**config.mk**
```make
export PLATFORM = sky130hd
export DESIGN_NAME = tile_scan_fetch
export DESIGN_NICKNAME = d
export VERILOG_FILES = /design/src/rtl/tile_scan_fetch.sv
export SDC_FILE = /design/constraint.sdc
export NUM_CORES = 1
export LEC_CHECK = 0
export CAP_MARGIN = 40
export CORE_MARGIN = 2
export CORE_UTILIZATION = 50
export DETAILED_ROUTE_END_ITERATION = 6
export DONT_BUFFER_PORTS = 1
export PLACE_DENSITY = 0.62
export SYNTH_ARGS = -nofsm -noshare
export SYNTH_HDL_FRONTEND = slang
export SYNTH_SLANG_ARGS = --single-unit
```
**constraint.sdc**
```tcl
create_clock -name Clk -period 5 [get_ports Clk]
set_clock_uncertainty 0.05 [all_clocks]
set_input_delay 1 -clock Clk [delete_from_list [all_inputs] [get_ports Clk]]
set_output_delay 1 -clock Clk [all_outputs]
set_load 0.02 [all_outputs]
```
**src/rtl/tile_scan_fetch.sv**
```systemverilog
// Raster-to-tile address generator: turns VGA position plus camera scroll into level-map,
// tile-ROM addresses and a registered colour/valid/opacity stream for the compositor.
module tile_scan_fetch #(
    parameter int          MAP_COLS    = 224,
    parameter int          MAP_ROWS    = 24,
    parameter int          MAP_AW      = 13,
    parameter logic [23:0] TRANSPARENT = 24'h800080
) (
    input  logic              Clk,
    input  logic              Reset,
    input  logic [9:0]        DrawX,
    input  logic [9:0]        DrawY,
    input  logic              pix_en,
    input  logic [7:0]        scroll_tile,
    input  logic [4:0]        scroll_fine,
    output logic [MAP_AW-1:0] map_addr,
    input  logic [3:0]        map_data,
    output logic [3:0]        tile_sel,
    output logic [8:0]        read_address,
    input  logic [23:0]       tile_color,
    output logic [23:0]       color_out,
    output logic [3:0]        tile_id_out,
    output logic              opaque_out,
    output logic              out_valid
);

    localparam logic [4:0]        OFF_LAST   = 5'd19;
    localparam logic [7:0]        COL_LAST   = 8'(MAP_COLS - 1);
    localparam logic [MAP_AW-1:0] ROW_STRIDE = MAP_AW'(MAP_COLS);
    localparam logic [5:0]        ROW_LIMIT  = 6'(MAP_ROWS);

    logic [7:0]        scroll_tile_r;
    logic [4:0]        scroll_fine_r;
    logic              lock_r;
    logic [7:0]        col_r;
    logic [4:0]        offx_r;
    logic [4:0]        offy_r;
    logic [4:0]        row_r;
    logic [MAP_AW-1:0] row_base_r;

    logic              frame_start_s;
    logic              lock_next_s;
    logic [7:0]        scroll_tile_s;
    logic [4:0]        scroll_fine_s;
    logic [7:0]        col_s;
    logic [4:0]        offx_s;
    logic [4:0]        offy_s;
    logic [4:0]        row_s;
    logic [MAP_AW-1:0] row_base_s;
    logic              oob_s;
    logic [8:0]        pix_addr_s;
    logic [MAP_AW-1:0] map_idx_s;
    logic              opaque_s;

    logic [8:0]        pix_addr_s1_r;
    logic              oob_s1_r;
    logic              v1_r;
    logic              v2_r;

    // Frame-start detection and the scroll values that apply to the current pixel
    always_comb begin
        frame_start_s = pix_en && (DrawX == 10'd0) && (DrawY == 10'd0);
        lock_next_s   = lock_r || frame_start_s;
        if (frame_start_s) begin
            scroll_tile_s = scroll_tile;
            scroll_fine_s = scroll_fine;
        end else begin
            scroll_tile_s = scroll_tile_r;
            scroll_fine_s = scroll_fine_r;
        end
    end

    // Horizontal tile/offset for the current pixel, stepped from the previous pixel
    always_comb begin
        if (DrawX == 10'd0) begin
            col_s  = scroll_tile_s;
            offx_s = scroll_fine_s;
        end else if (offx_r >= OFF_LAST) begin
            offx_s = 5'd0;
            if (col_r == COL_LAST) begin
                col_s = 8'd0;
            end else begin
                col_s = col_r + 8'd1;
            end
        end else begin
            offx_s = offx_r + 5'd1;
            col_s  = col_r;
        end
    end

    // Vertical tile/offset: only a line-start pixel moves it, and it uses the new value
    always_comb begin
        if (DrawX != 10'd0) begin
            offy_s     = offy_r;
            row_s      = row_r;
            row_base_s = row_base_r;
        end else if (DrawY == 10'd0) begin
            offy_s     = 5'd0;
            row_s      = 5'd0;
            row_base_s = '0;
        end else if (offy_r >= OFF_LAST) begin
            offy_s     = 5'd0;
            row_s      = row_r + 5'd1;
            row_base_s = row_base_r + ROW_STRIDE;
        end else begin
            offy_s     = offy_r + 5'd1;
            row_s      = row_r;
            row_base_s = row_base_r;
        end
    end

    // Address arithmetic: offy*20 as shift-add, rows below the map read tile 0
    always_comb begin
        oob_s      = ({1'b0, row_s} >= ROW_LIMIT);
        pix_addr_s = {offy_s, 4'b0000} + {2'b00, offy_s, 2'b00} + {4'b0000, offx_s};
        if (oob_s) begin
            map_idx_s = '0;
        end else begin
            map_idx_s = row_base_s + {{(MAP_AW-8){1'b0}}, col_s};
        end
        opaque_s = v2_r && (tile_sel != 4'd0) && (tile_color != TRANSPARENT);
    end

    // Scroll latch, frame lock and the raster counters
    always_ff @(posedge Clk) begin
        if (Reset) begin
            scroll_tile_r <= 8'd0;
            scroll_fine_r <= 5'd0;
            lock_r        <= 1'b0;
            col_r         <= 8'd0;
            offx_r        <= 5'd0;
            offy_r        <= 5'd0;
            row_r         <= 5'd0;
            row_base_r    <= '0;
        end else begin
            if (frame_start_s) begin
                scroll_tile_r <= scroll_tile;
                scroll_fine_r <= scroll_fine;
                lock_r        <= 1'b1;
            end
            if (pix_en) begin
                col_r      <= col_s;
                offx_r     <= offx_s;
                offy_r     <= offy_s;
                row_r      <= row_s;
                row_base_r <= row_base_s;
            end
        end
    end

    // Stage 1: level-map address out, tile-local pixel address held for stage 2
    always_ff @(posedge Clk) begin
        if (Reset) begin
            map_addr      <= '0;
            pix_addr_s1_r <= 9'd0;
            oob_s1_r      <= 1'b0;
            v1_r          <= 1'b0;
        end else begin
            v1_r <= pix_en && lock_next_s;
            if (pix_en) begin
                map_addr      <= map_idx_s;
                pix_addr_s1_r <= pix_addr_s;
                oob_s1_r      <= oob_s;
            end
        end
    end

    // Stage 2: tile id from the map RAM selects the ROM; pixel address presented
    always_ff @(posedge Clk) begin
        if (Reset) begin
            tile_sel     <= 4'd0;
            read_address <= 9'd0;
            v2_r         <= 1'b0;
        end else begin
            v2_r <= v1_r;
            if (v1_r) begin
                tile_sel     <= oob_s1_r ? 4'd0 : map_data;
                read_address <= pix_addr_s1_r;
            end
        end
    end

    // Stage 3: register ROM colour with its tile id, opacity and valid
    always_ff @(posedge Clk) begin
        if (Reset) begin
            color_out   <= 24'd0;
            tile_id_out <= 4'd0;
            opaque_out  <= 1'b0;
            out_valid   <= 1'b0;
        end else begin
            out_valid  <= v2_r;
            opaque_out <= opaque_s;
            if (v2_r) begin
                color_out   <= tile_color;
                tile_id_out <= tile_sel;
            end
        end
    end

endmodule

```
After elaboration in Yosys (flattened, before gate mapping)
Index checks and enable logic that the tools add are counted.
{ "op_classes": {"n_lt_le_gt_ge": 3, "n_reduce_logical": 10, "n_mux": 18, "addsub": 8, "eq_ne": 2} }
{ "ops": {"columns": ["cell", "count"], "rows": [
  ["13-bit 2-to-1 mux", 4],
  ["5-bit 2-to-1 mux", 9],
  ["8-bit 2-to-1 mux", 4],
  ["24-bit inequality test (second input constant)", 1],
  ["10-bit logical NOT", 2],
  ["5-bit by 1-bit adder with 5-bit output (second input constant)", 3],
  ["5-bit greater-or-equal comparator (second input constant)", 3],
  ["13-bit by 8-bit adder with 13-bit output", 1],
  ["13-bit by 8-bit adder with 13-bit output (second input constant)", 1],
  ["10-bit nonzero test", 1],
  ["9-bit by 5-bit adder with 9-bit output", 1],
  ["9-bit by 7-bit adder with 9-bit output", 1],
  ["8-bit by 1-bit adder with 8-bit output (second input constant)", 1],
  ["8-bit == test (second input constant)", 1],
  ["1-bit logical AND", 5],
  ["4-bit 2-to-1 mux", 1],
  ["4-bit nonzero test", 1],
  ["1-bit logical OR", 1]
]} }
{ "totals": {"in_bits": 64, "regBits": 118} }

Longest topological paths before layout
{ "logic_depth": {"ltp_word": 7, "ltp_mapped": 17, "depth_no_buf": 16} }

Least setup slack after synthesis
No wires, ideal clock.
{ "synth_timing": {"path_type": "input-to-reg", "start": "input port DrawX[1]", "end": "register pix_addr_s1_r[8]", "arrival_time_ns": 4.123, "cell_stages": 16, "path_buffers": 2, "slack_ns": 0.700, "path_cell_list": "nor4_2 -> nand4_1 -> buf_2 -> or3_1 -> buf_2 -> mux2i_1 -> o22ai_1 -> fa_1 -> ha_1 -> a21o_1 -> a21oi_1 -> o21bai_1 -> a21oi_1 -> xnor2_1 -> mux2i_1 -> nor2_1"} }
{ "synth_between": {"elab_chain_cells": 6} }
{ "synth_rtl": {"columns": ["item", "line_no", "source"], "rows": [
  ["start, declared", "11", "input logic [9:0] DrawX,"],
  ["10-bit logical NOT *", "62, 75", null],
  ["1-bit logical AND (2 in a row)", "62", "frame_start_s = pix_en && (DrawX == 10'd0) && (DrawY == 10'd0);"],
  ["5-bit 2-to-1 mux", null, null],
  ["5-bit 2-to-1 mux *", "75", "if (DrawX == 10'd0) begin"],
  ["net offx_s[4]", "46", "logic [4:0] offx_s;"],
  ["9-bit by 5-bit adder with 9-bit output *", "115", "pix_addr_s = {offy_s, 4'b0000} + {2'b00, offy_s, 2'b00} + {4'b0000, offx_s};"],
  ["end signal, assigned", "162", "pix_addr_s1_r <= pix_addr_s;"],
  ["end, declared", "55", "logic [8:0] pix_addr_s1_r;"]
]} }
The timed path passes the listed nets; every way through them passes the cells marked *.
A chain may end at the register's enable or synchronous reset.

Worst setup path in the final report
{ "layout_timing": {"start": "register offy_r[0]", "end": "register pix_addr_s1_r[8]"} }
{ "layout_between": {"elab_chain_cells": 6} }
{ "layout_rtl": {"columns": ["item", "line_no", "source"], "rows": [
  ["start, declared", "37", "logic [4:0] offy_r;"],
  ["start signal, assigned", "144", "offy_r <= offy_s;"],
  ["5-bit by 1-bit adder with 5-bit output / 5-bit greater-or-equal comparator (equally long branches)", "106, 101", null],
  ["5-bit 2-to-1 mux *", "101", "end else if (offy_r >= OFF_LAST) begin"],
  ["5-bit 2-to-1 mux *", "97", "end else if (DrawY == 10'd0) begin"],
  ["5-bit 2-to-1 mux *", "93", "if (DrawX != 10'd0) begin"],
  ["net offy_s[2]", "47", "logic [4:0] offy_s;"],
  ["9-bit by 7-bit adder with 9-bit output *", "115", null],
  ["9-bit by 5-bit adder with 9-bit output *", "115", null]
]} }
Marked as above.

==> flow_summary_export.csv <==
group,metric,value,unit
run_status,status,"complete, no violations",
cts,clk_path_buf_depth,2,
critical_path,endpoint_kind,"flip-flop",
sta,fmax,241,MHz
cts,htree_levels,4,
layout,area_growth,12.8,%
yosys,synth-edff-count,0,
placement,io_buffers,0,
yosys,synthTopCellsByArea,"dfxtp_1 42%, mux2i_1 12%, nor2_1 7.3%",
floorplan,die_w,110,um
yosys,synth_nets,711,
routing,first_pass_iters,4,
layout,antenna_cells,0,
min_path,hp-class,"flip-flop to flip-flop",
placement,gp_congestion,0.832,
yosys,syn_area_per_cell,8.98,um^2
layout,multiInputGateArea,0.00307,mm^2
yosys,synth.most_common_cell,"dfxtp_1",
cts,cts_tree,"done",
routing,vias_per_cell,5.61,
power,cellPowerDensity,354,mW/mm^2
layout,final_nets,703,
power,power,2230,uW
global_route,grtUsageTotal,0.211,
run,maxCapViolCount,0,
routing,routed_wl,12300,um
critical_path,crit_required,5.36,ns
cts,cts_buffers,17,
yosys,yosysWarningCount,0,
cts,cts_setup_buffers,0,
yosys,synthDominantCellAreaShare,0.416,
yosys,async_reset_ff_frac,0,
critical_path,critical_path_arrival,4.50,ns
cts,cts_resized,0,
sta,slew_headroom,0.465,
floorplan,core,0.0109,mm^2
sta,setup_ws,0.856,ns
floorplan,die-area,0.0120,mm^2
yosys,synth_common_cells,"116 x dfxtp_1, 108 x nor2_1, 67 x mux2i_1",
min_path,min_path_cells,2,
sta,fin_crit_sh,0.829,
global_route,overflow,0,
cts,clk_pin_slew,0.05,ns
placement,dp_worst_setup_slack,0.383,ns
sta,hold_viol_final,0,
floorplan,io_pins,120,
routing,drtAntennaViolNets,0,
cts,cts_root_buffer,"clkbuf_8",
global_route,grt_pass1_vias,4058,
min_path,worstHoldStart,"lock_r",
routing,drt-initial-drc-count,214,
yosys,synthFlopType,"dfxtp_1",
yosys,ys_ff_latch,116,
layout,fin_area,0.00630,mm^2
power,vdd.ir_drop.worst,0.289,mV
routing,drcViolationCount,0,
critical_path,critPathLaunchType,"flip-flop",
layout,ff_latch_area,0.00232,mm^2
critical_path,r2r_slack,0.86,ns
layout,fill_cells,955,
sta,drv_slew,0,
sta,rsz0062_at_grt,"false",
cts,worstSkewPairLatency,0.52,ns
sta,setup_viol,0,
sta,setup_tns,0,ns
sta,whs,0.391,ns
critical_path,critPathMaxFanout,11,
layout,drive_gt1_frac,0.0750,
placement,place_area,0.00567,mm^2
cts,clock_sinks,116,
global_route,grt_max_degree,103,
yosys,ys_types,52,
placement,hpwl,8780,um
critical_path,regToRegStartpoint,"offy_r[0]",
critical_path,timing.rr.end,"pix_addr_s1_r[8]",
floorplan,start_util,0.513,
yosys,synthCells,622,
floorplan,die_y,110,um
routing,wl_per_cell,16.1,um
global_route,antenna_found_initial,0,
floorplan,fp-row-count,38,
yosys,synth_area,0.00559,mm^2
routing,vias,4303,
sta,tightest_slew,0.783,ns
yosys,yosysTopAreaCell,"dfxtp_1",
sta,finalCriticalPeriod,4.14,ns
global_route,grt_pass1_wl,19300,um
min_path,holdPathEnd,"lock_r",
power,p_leak,0.00252,uW
cts,ctsHoldBuffers,0,
yosys,synth.yosys.seq_area_share,0.416,
critical_path,path_class,"flip-flop to flip-flop",
critical_path,r2r_cells,15,
==> per-layer routing <==
metal,GRT usage,share of wire,vias up
li1,-,-,2162
met1,0.253,0.44,1985
met2,0.344,0.46,134
met3,0.0694,0.081,22
met4,0.0931,0.024,0
met5,0,0,-
==> flip-flops by register name (all words and copies together), names as in the netlist, 7 cells and up <==
signal	count
read_address	9
color_out	24
map_addr	13
pix_addr_s1_r	7
scroll_tile_r	8
col_r	8
row_base_r	13
==> metrics by stage <==
step | cells | util
finish | 767 | 0.579
floorplan | 622 | -
global route | 767 | 0.579
detailed placement | 735 | 0.521
CTS | 767 | 0.579
global placement | 735 | 0.521
==> cell families (layout without fill, tap and decap cells) <==
| family | after synthesis | in the layout | synth area share |
|---|---|---|---|
| fa+ha+maj | 25 | 25 | 0.0600 |
| mux | 68 | 68 | 0.122 |
| flops | 116 | 116 | 0.416 |
| compound gates | 104 | 104 | 0.126 |
| buf+inv | 49 | 54 | 0.0354 |
| simple gates | 231 | 231 | 0.195 |
| xor+xnor | 29 | 29 | 0.0455 |
==> area by class of cell <==
| type | instances | share of cell area |
|---|---|---|
| multi-input combinational | 457 | 0.487 |
| sequential | 116 | 0.368 |
| clock buffer | 23 | 0.0772 |
| tap | 140 | 0.0278 |
| clock inverter | 9 | 0.0234 |
| inverter | 16 | 0.00953 |
| timing repair buffer | 6 | 0.00715 |
==> worst max path at each step <==
stage | from | to | slack [ns] | cells past startpoint
after global placement | DrawY[5] | map_addr[12] | 0.48 | 14
after global routing | offy_r[0] | pix_addr_s1_r[8] | 0.49 | 15
final | offy_r[0] | pix_addr_s1_r[8] | 0.86 | 15
after CTS | offy_r[0] | pix_addr_s1_r[8] | 0.83 | 15
after floorplan | DrawX[1] | pix_addr_s1_r[8] | 0.70 | 16
after detailed placement | DrawY[1] | map_addr[12] | 0.38 | 14
==> worst max-delay path: stages (launching register included) <==
cell and delay (ns):
dfxtp_1 0.38, ha_1 0.30, a2111oi_4 0.42, nand2b_1 0.42
and2_1 0.23, nand2_1 0.10, o21ai_0 0.40, fa_1 0.51
ha_1 0.31, a21o_1 0.17, a21oi_1 0.22, o21bai_1 0.09
a21oi_1 0.17, xnor2_1 0.08, mux2i_1 0.13, nor2_1 0.05
==> where the power goes <==
part / internal (uW) / switching [uW]
logic: 11.1 / 12.5
clock network: 872 / 404
registers: 928 / 2.79
total: 1810 / 419
==> cell usage in the layout, fill, tap and decap left out, types with 4 or more instances in the layout <==
cell type,n
a21oi_1,31
clkinv_2,4
buf_4,6
or3_1,6
dfxtp_1,116
xor2_1,8
and3_1,9
a21o_1,4
a22oi_1,8
bufinv_16,4
nor4_1,13
o22ai_1,4
nor2_1,108
clkbuf_8,6
nand2_1,32
nor3_1,9
xnor2_1,21
nand2b_1,9
a22o_1,6
o21ai_0,23
nand3_1,15
mux2i_1,67
inv_1,16
ha_1,22
clkbuf_16,16
nor2b_1,7
and2_1,9
No activity file was read; power rests on OpenSTA's default activity.
